**config.mk**
```make
export PLATFORM = sky130hd
export DESIGN_NAME = usb_loopback_proc
export DESIGN_NICKNAME = d
export VERILOG_FILES = /design/src/rtl/usb_proc_pkg.sv /design/src/rtl/usb_sync_fifo.sv /design/src/rtl/usb_loopback_proc.sv
export SDC_FILE = /design/constraint.sdc
export NUM_CORES = 1
export LEC_CHECK = 0
export CORE_UTILIZATION = 55
export DETAILED_ROUTE_END_ITERATION = 12
export MAX_ROUTING_LAYER = met4
export PLACE_DENSITY = 0.88
export SYNTH_ARGS = -nofsm -noshare
export SYNTH_HDL_FRONTEND = slang
export SYNTH_SLANG_ARGS = --single-unit
```
**constraint.sdc**
```tcl
create_clock -name clk_48mhz -period 3 [get_ports clk_48mhz]
set_input_delay 0.6 -clock clk_48mhz [delete_from_list [all_inputs] [get_ports clk_48mhz]]
set_output_delay 0.6 -clock clk_48mhz [all_outputs]
set_load 0.05 [all_outputs]
```
**src/rtl/usb_proc_pkg.sv**
```systemverilog
// Shared constants for the USB loopback byte processor: transform modes, control characters, FSM states.
// Pure definitions; no logic, latency or flow control of its own.
package usb_proc_pkg;

    localparam logic [1:0] MODE_PASS  = 2'd0;
    localparam logic [1:0] MODE_UPPER = 2'd1;
    localparam logic [1:0] MODE_LOWER = 2'd2;
    localparam logic [1:0] MODE_CRLF  = 2'd3;

    localparam logic [7:0] CH_CR = 8'h0D;
    localparam logic [7:0] CH_LF = 8'h0A;

    typedef enum logic {
        ST_IDLE    = 1'b0,
        ST_LF_PEND = 1'b1
    } proc_state_t;

endpackage

```
**src/rtl/usb_sync_fifo.sv**
```systemverilog
// Synchronous FIFO with registered level and full/empty flags; read data is the head entry, visible combinationally.
// Caller must not push when full or pop when empty; a push is visible at the head one edge later (no bypass).
module usb_sync_fifo #(
    parameter int DATA_W = 8,
    parameter int DEPTH  = 16
) (
    input  logic                     clk_48mhz,
    input  logic                     reset_n,
    input  logic                     push,
    input  logic [DATA_W-1:0]        push_dat,
    input  logic                     pop,
    output logic [DATA_W-1:0]        pop_dat,
    output logic [$clog2(DEPTH):0]   level,
    output logic                     full,
    output logic                     empty
);

    localparam int AW = $clog2(DEPTH);
    localparam int LW = AW + 1;

    logic [DATA_W-1:0] mem [DEPTH];
    logic [AW-1:0]     wr_ptr;
    logic [AW-1:0]     rd_ptr;

    assign full    = (level == LW'(DEPTH));
    assign empty   = (level == '0);
    assign pop_dat = mem[rd_ptr];

    always_ff @(posedge clk_48mhz) begin
        if (push) begin
            mem[wr_ptr] <= push_dat;
        end
    end

    // Pointers wrap naturally because DEPTH is a power of two.
    always_ff @(posedge clk_48mhz or negedge reset_n) begin
        if (!reset_n) begin
            wr_ptr <= '0;
            rd_ptr <= '0;
            level  <= '0;
        end else begin
            if (push) begin
                wr_ptr <= wr_ptr + 1'b1;
            end
            if (pop) begin
                rd_ptr <= rd_ptr + 1'b1;
            end
            case ({push, pop})
                2'b10:   level <= level + 1'b1;
                2'b01:   level <= level - 1'b1;
                default: level <= level;
            endcase
        end
    end

endmodule

```
**src/rtl/usb_loopback_proc.sv**
```systemverilog
// Buffered byte transform between USB UART rx and tx streams (PASS/UPPER/LOWER/CR->CRLF); 2-edge latency through an empty FIFO.
// in_ready drops only when the FIFO is full; out_valid/out_data are registered and held until out_ready.
module usb_loopback_proc
    import usb_proc_pkg::*;
#(
    parameter int DATA_W = 8,
    parameter int DEPTH  = 16,
    parameter int CNT_W  = 16
) (
    input  logic                     clk_48mhz,
    input  logic                     reset_n,
    input  logic [DATA_W-1:0]        in_data,
    input  logic                     in_valid,
    output logic                     in_ready,
    output logic [DATA_W-1:0]        out_data,
    output logic                     out_valid,
    input  logic                     out_ready,
    input  logic [1:0]               mode,
    output logic [$clog2(DEPTH):0]   fifo_level,
    output logic [CNT_W-1:0]         rx_count,
    output logic [CNT_W-1:0]         tx_count
);

    proc_state_t       state;
    proc_state_t       state_nxt;
    logic              fifo_full;
    logic              fifo_empty;
    logic [DATA_W-1:0] fifo_dat;
    logic              push;
    logic              pop;
    logic              consume;
    logic              load;
    logic [DATA_W-1:0] load_dat;

    // Only the low byte is examined; wider data carries its upper bits through untouched.
    function automatic logic [DATA_W-1:0] xform(input logic [DATA_W-1:0] d, input logic [1:0] m);
        logic [DATA_W-1:0] r;
        r = d;
        case (m)
            MODE_UPPER: if (d[7:0] >= 8'h61 && d[7:0] <= 8'h7A) r[7:0] = d[7:0] - 8'h20;
            MODE_LOWER: if (d[7:0] >= 8'h41 && d[7:0] <= 8'h5A) r[7:0] = d[7:0] + 8'h20;
            default:    r = d;
        endcase
        return r;
    endfunction

    assign in_ready = !fifo_full;
    assign push     = in_valid && in_ready;
    assign consume  = out_valid && out_ready;

    usb_sync_fifo #(
        .DATA_W (DATA_W),
        .DEPTH  (DEPTH)
    ) u_fifo (
        .clk_48mhz (clk_48mhz),
        .reset_n   (reset_n),
        .push      (push),
        .push_dat  (in_data),
        .pop       (pop),
        .pop_dat   (fifo_dat),
        .level     (fifo_level),
        .full      (fifo_full),
        .empty     (fifo_empty)
    );

    always_ff @(posedge clk_48mhz or negedge reset_n) begin
        if (!reset_n) begin
            state <= ST_IDLE;
        end else begin
            state <= state_nxt;
        end
    end

    always_comb begin
        state_nxt = state;
        case (state)
            ST_IDLE:    if (pop && mode == MODE_CRLF && fifo_dat[7:0] == CH_CR) state_nxt = ST_LF_PEND;
            ST_LF_PEND: if (consume) state_nxt = ST_IDLE;
            default:    state_nxt = ST_IDLE;
        endcase
    end

    // LF_PEND blocks the FIFO and swaps in the LF once the CR leaves.
    always_comb begin
        pop      = 1'b0;
        load     = 1'b0;
        load_dat = '0;
        case (state)
            ST_IDLE: begin
                if ((!out_valid || consume) && !fifo_empty) begin
                    pop      = 1'b1;
                    load     = 1'b1;
                    load_dat = xform(fifo_dat, mode);
                end
            end
            ST_LF_PEND: begin
                if (consume) begin
                    load          = 1'b1;
                    load_dat[7:0] = CH_LF;
                end
            end
            default: begin
                pop  = 1'b0;
                load = 1'b0;
            end
        endcase
    end

    always_ff @(posedge clk_48mhz or negedge reset_n) begin
        if (!reset_n) begin
            out_data  <= '0;
            out_valid <= 1'b0;
        end else if (load) begin
            out_data  <= load_dat;
            out_valid <= 1'b1;
        end else if (consume) begin
            out_valid <= 1'b0;
        end
    end

    always_ff @(posedge clk_48mhz or negedge reset_n) begin
        if (!reset_n) begin
            rx_count <= '0;
            tx_count <= '0;
        end else begin
            if (push) begin
                rx_count <= rx_count + 1'b1;
            end
            if (consume) begin
                tx_count <= tx_count + 1'b1;
            end
        end
    end

endmodule
```
[Word-level counts from Yosys, hierarchy flattened]
Memories as Yosys holds them, arrays and structs flattened.
Cells that the tools add are included.
Storage, ports and cells
  latch bits: 0
  memory bits (read-only): 0
  logic and storage cells: 61
  input port bits: 14
  register bits after elaboration: 55
  memory bits (writable): 128
  memories kept: 1
  output and inout port bits: 47
Cells by class
  shift operators: 0
  div/mod/pow operators: 0
  bitwise gates (word level): 1
  equality and inequality tests: 7
  multiplexer cells: 18
  multipliers: 0
  reductions and logical operators: 14
  add/sub/neg operators: 8
  magnitude comparators: 4
Memories
  u_fifo.mem: depth 16, width 8, rd ports 1, clocked after Yosys merged registers in 0, wr ports 1, line usb_sync_fifo.sv:21  | logic [DATA_W-1:0] mem [DEPTH];
Operator list (number)
  $add A16 B1 Y16 const B: 2
  $pmux W8 S2: 2
  $mux W8: 3
  $ge A8 B7 Y1 const B: 2
  $le A8 B7 Y1 const B: 2
  $pmux W5 S2: 1
  $mux W1: 9
  $add A4 B1 Y4 const B: 2
  $add A8 B6 Y8 const B: 1
  $eq A8 B4 Y1 const B: 1
  $sub A8 B6 Y8 const B: 1
  $logic_and A1 B1 Y1: 7
  $eq A2 B2 Y1 const B: 3
  $add A5 B1 Y5 const B: 1
  $eq A5 B5 Y1 const B: 1
  $logic_not A5 Y1: 1
  $sub A5 B1 Y5 const B: 1
  $eq A2 B1 Y1 const B: 2
  $mux W4: 1
  $pmux W1 S2: 2
  $reduce_bool A2 Y1: 2
  $logic_not A1 Y1: 3
  $logic_or A1 B1 Y1: 1
  $not A1 Y1: 1

[Longest topological paths before layout]
  depth in word-level cells: 9
  depth in mapped cells: 14
  mapped depth without buffers: 13

[Hierarchy]
Synthesis repeated with hierarchy kept, for this count alone.
Second synthesis, totals
  cell total of the unflattened synthesis: 509
  area, all modules: 7953.9 µm²
By module, submodules not included
  usb_sync_fifo: times used 1, seq. area each 4169.0 µm², cells an instance 298, area an instance 5769.3 µm²
  usb_loopback_proc: times used 1, seq. area each 1051.0 µm², cells an instance 211, area an instance 2184.6 µm²

[Worst setup path after synthesis]
No wires, ideal clock.
  path kind: reg-to-reg
  start: reg u_fifo.level[0]
  end: reg u_fifo.level[4]
  data required time: 2877 ps
  setup time: 123 ps
  clock period less this slack: 3250 ps
  buffers on the path: 1
  stages on the path, launching flop included: 15
  path slack: -250 ps
  arrival: 3127 ps
  cell sequence: dfrtp_1 -> nor4_1 -> nand2_1 -> and2_1 -> clkbuf_1 -> inv_1 -> ha_1 -> inv_1 -> fa_1 -> inv_1 -> a21o_1 -> a21oi_1 -> xnor2_1 -> nor2_1 -> xnor2_1
Between the ends
  elaborated cells between the ends (all ways): 14
  classes of those cells: add/sub: 2; eq/ne: 3; mux: 3; reduce/logical: 6
RTL lines
  from (decl): line usb_sync_fifo.sv:13  | output logic [$clog2(DEPTH):0] level,
  from (signal assigned): line usb_sync_fifo.sv:49  | 2'b10: level <= level + 1'b1;
  from (signal assigned): line usb_sync_fifo.sv:50  | 2'b01: level <= level - 1'b1;
  from (signal assigned): line usb_sync_fifo.sv:51  | default: level <= level;
  $eq A5 B5 Y1 *: line usb_sync_fifo.sv:25  | assign full = (level == LW'(DEPTH));
  $logic_not A1 Y1 *: line usb_loopback_proc.sv:47  | assign in_ready = !fifo_full;
  named net in_ready: line usb_loopback_proc.sv:14  | output logic in_ready,
  $logic_and A1 B1 Y1 *: line usb_loopback_proc.sv:48  | assign push = in_valid && in_ready;
  $eq A2 B1 Y1 / $eq A2 B2 Y1 (equally long branches): line usb_sync_fifo.sv:48  | case ({push, pop})
  $pmux W5 S2 / $reduce_bool A2 Y1 (equally long branches)
Mark *: on every way through the listed nets, which the timed path passes. The rest lies on a longest branch.
A chain may end at the register's enable or synchronous reset.

[Final worst setup path]
  start: reg u_fifo.rd_ptr[0]
  end: reg out_data[5]
Between the ends
  longest elaborated chain between the ends: 7
  elaborated cells between the ends (all ways): 14
  classes of those cells: add/sub: 2; order compare: 4; mux: 5; reduce/logical: 2; memory: 1
Ends and longest elaborated chain
  from (decl): line usb_sync_fifo.sv:23  | logic [AW-1:0] rd_ptr;
  from (signal assigned): line usb_sync_fifo.sv:46  | rd_ptr <= rd_ptr + 1'b1;
  $mem_v2 Z16 W8 *
  $ge A8 B7 Y1 (tied with other cells): line usb_loopback_proc.sv:41  | MODE_LOWER: if (d[7:0] >= 8'h41 && d[7:0] <= 8'h5A) r[7:0] = d[7:0] + 8'h20;
  $logic_and A1 B1 Y1 (on tied branches): line usb_loopback_proc.sv:41, usb_loopback_proc.sv:40
  $mux W8 (on tied branches): line usb_loopback_proc.sv:41, usb_loopback_proc.sv:40
  $pmux W8 S2 *: line usb_loopback_proc.sv:39  | case (m)
  $mux W8 *: line usb_loopback_proc.sv:90  | if ((!out_valid || consume) && !fifo_empty) begin
  $pmux W8 S2 *: line usb_loopback_proc.sv:88  | case (state)
  to (signal assigned): line usb_loopback_proc.sv:114  | out_data <= load_dat;
  to (decl): line usb_loopback_proc.sv:15  | output logic [DATA_W-1:0] out_data,
Mark *: on every way between the ends. The rest lies on a longest branch, timed or not.

==> flow_summary.ini <==
[yosys]
synth_warnings = 0
ys_seq_area_share_pct = 65.62
synth_mux_area_share_pct = 10.49
synthFlopType = edfxtp_1
synthTopCellsByArea = edfxtp_1 48%, dfrtp_1 17%, mux2i_1 3.6%
synth_fa_ha_area_share_pct = 2.925
synth_nets = 541
synth_xor_area_share_pct = 4.514
synthCells = 509
synth_top_family_by_area = multiplexers
syn_area_um2 = 7955
synth_top_area_share_pct = 48.32
postSynthAreaPerCell_um2 = 15.63
synth_cell_type_count = 57
ys_ff_latch = 183
synth_compound_area_share_pct = 5.190
yosys.area.top_type = edfxtp_1
synth_edf_count = 128
ys_async_sr_fraction_pct = 30.05
yosys.area_share.simple_pct = 8.572

[setup_path]
rr_worst_depth = 11
r2r_setup_slack_ps = 120
worstSetupEndpointType = flop
cp_max_fo = 9
r2r-start = u_fifo.rd_ptr[0]$_DFFE_PN0P_
start_kind = flop
cp_data_required_time_ps = 3330
crit_type = flop to flop
rr_endpoint = out_data[5]$_DFFE_PN0P_
crit_arrival_ps = 3200

[clock_tree]
root_buffer = clkbuf_16
cts_hold_buffers = 0
clk_pin_slew_ps = 70
clk_path_buf_depth = 2
cts_sinks = 183
ctsHtreeMaxLevel = 4
numCtsBuffers = 17
cts_tree = done
clk_latency_ps = 440

[finish]
fillCellCount = 920
antenna_cells = 0
layout_commonest_cell = edfxtp_1
area_delta_synth_final_pct = 19.16
final_cells = 785
drive_gt1_share_pct = 15.21
final_util_pct = 67.76
nNetsFinal = 624
final_cell_mix = 128 x edfxtp_1, 59 x clkdlybuf4s50_1, 50 x dfrtp_1

[sta]
finalWorstSetupSlack_ps = 124.0
setup_viol = 0
fin_tns_setup_ps = 0
min_period_ps = 2876
max_freq_ghz = 0.3477
rsz0062_at_grt = no
hold_viol = 0
fin_crit_sh_pct = 95.87
timing.slew.headroom_pct = 50.57
worstMarginPinSlew_ps = 741.4
final.setup_skew_ps = 5.973
slew_viol_final = 0

[power]
pwr-share-clk_pct = 23.8
power_per_cell_area_nw_per_um2 = 1046
p_leak_nw = 3.546
ir_drop_mv = 0.7026
power_switching_share_pct = 37.85
switchingPower_mw = 3.752
p_seq_share_pct = 35.7
internal_power_mw = 6.161
p_comb_share_pct = 40.5

[drt]
vias = 4700
first_pass_iters = 4
wl_per_cell_um = 21.99
wl_mm = 17.26
ant_nets = 0
drt_iter0_drc = 433
post-route-drc-count = 0
vias_per_cell = 5.987

[die]
core_um2 = 13990
die_h_um = 122.3
row_count = 43
die_area_um2 = 14950
die_x_um = 122.3
io_pins = 61
initial_core_util_pct = 56.87

[min_path]
hp-class = primary input to async pin

[global_routing]
overflow = 0
grt_pass1_vias = 4860
grt.total_usage_pct = 26.03
grt_antenna_before_repair = 0
grt_pass1_wl_mm = 27.14
grt_max_degree = 34

[place]
place_congestion = 0.9232
io_buffers = 60
dp_hpwl_mm = 11.28
placedCellCount = 748
pre_cts_slack_ps = -16.89

[run_status]
status = finished, final reports clean

[job]
maxCapViolCount = 0
[flip-flops by register name, indices dropped and copies added, names as in the netlist, 4 cells and up]
register       flops
rx_count          16
out_data           8
u_fifo.rd_ptr      4
u_fifo.wr_ptr      4
u_fifo.mem       128
u_fifo.level       5
tx_count          16
[critical path: stages (launching register included)]
cell	delay (ps)
dfrtp_2	500
buf_4	170
mux2i_1	120
a221oi_1	470
o21a_1	200
o32a_2	240
ha_1	240
nand2b_4	60
a21o_1	180
a2111oi_2	350
nand3_1	120
o311ai_1	110
[logic make-up (layout without fill, tap and decap cells)]
group                    Yosys count  after routing
XOR/XNOR                          41             41
adder cells (fa/ha/maj)           18             18
flip-flops                       183            183
AND/OR/NAND/NOR                  126            126
buffers and inverters             36            132
multiplexers                      52             52
AO/OA/AOI/OAI                     53             53
[power by group through the flow]
stage               combinational, mW  sequential [mW]  clock, mW
global placement                 3.71             3.52          0
global route                     4.26             3.58       2.47
floorplan                        2.27             3.98          0
CTS                              3.92             3.52       2.37
detailed placement               3.85             3.56          0
finish                           4.01             3.54       2.36
[metal layers]
metal / vias up / track usage [%] / routed length, µm / part of all wire [%]
met2: 155 / 43.40 / 9243 / 54
met1: 2415 / 31.71 / 6884 / 40
met5: - / - / 0 / 0
li1: 2095 / - / - / -
met3: 35 / 5.019 / 742 / 4.3
met4: 0 / 9.527 / 391 / 2.3
[through the flow]
stage                     hold slack (ps)  cell area [µm²]  power [mW]
after floorplan                     304.4             7968       6.255
after global placement              460.9             8785       7.224
after detailed placement            480.9             8785       7.412
after CTS                           240.1             9415       9.812
after global routing                266.1             9479       10.31
final                               223.7             9479       9.913
[synth_stat cells (all sizes together) (3+ instances only)]
library cell,n
mux2i,29
a21o,4
a221oi,9
nand2,39
nor2b,4
and3,3
mux4,22
nor3,5
nor2,15
inv,18
ha,17
buf,11
xor2,9
o21ai,12
a21oi,8
nand3,15
xnor2,32
nand2b,3
clkbuf,6
edfxtp,128
dfrtp,55
nand4,12
and4,6
o32a,3
o21a,3
and2,16
[layout make-up]
| type | count | area, µm² | share of cell area (%) |
|---|---|---|---|
| flip-flops and latches | 183 | 5226 | 55.13 |
| multi-input cells | 290 | 2561 | 27.02 |
| repair buffers | 81 | 769.5 | 8.118 |
| clock buffers | 17 | 425.4 | 4.488 |
| well taps | 180 | 225.2 | 2.376 |
| clock inverters | 15 | 200.2 | 2.112 |
| inverters | 19 | 71.32 | 0.7524 |
[worst max-delay path by stage]
stage               depth (start not counted)  slack (ps)                           to                          from
finish                                     11         120      out_data[5]$_DFFE_PN0P_  u_fifo.rd_ptr[0]$_DFFE_PN0P_
global route                               13           2  u_fifo.level[4]$_DFFE_PN0P_   u_fifo.level[1]$_DFFE_PN0P_
CTS                                         9          40      out_data[5]$_DFFE_PN0P_  u_fifo.rd_ptr[0]$_DFFE_PN0P_
detailed placement                          9         -20      out_data[5]$_DFFE_PN0P_  u_fifo.rd_ptr[0]$_DFFE_PN0P_
global placement                           12         170  u_fifo.level[4]$_DFFE_PN0P_                     out_ready
floorplan                                  14          20  u_fifo.level[4]$_DFFE_PN0P_   u_fifo.level[1]$_DFFE_PN0P_
[repair_timing]
item	in CTS	in global routing
setup buffers	0	5
pin swaps	0	0
gates resized for setup	1	7
endpoints found under the setup margin	1	3
cloned	0	0
Power figures use the tool's default switching activity.
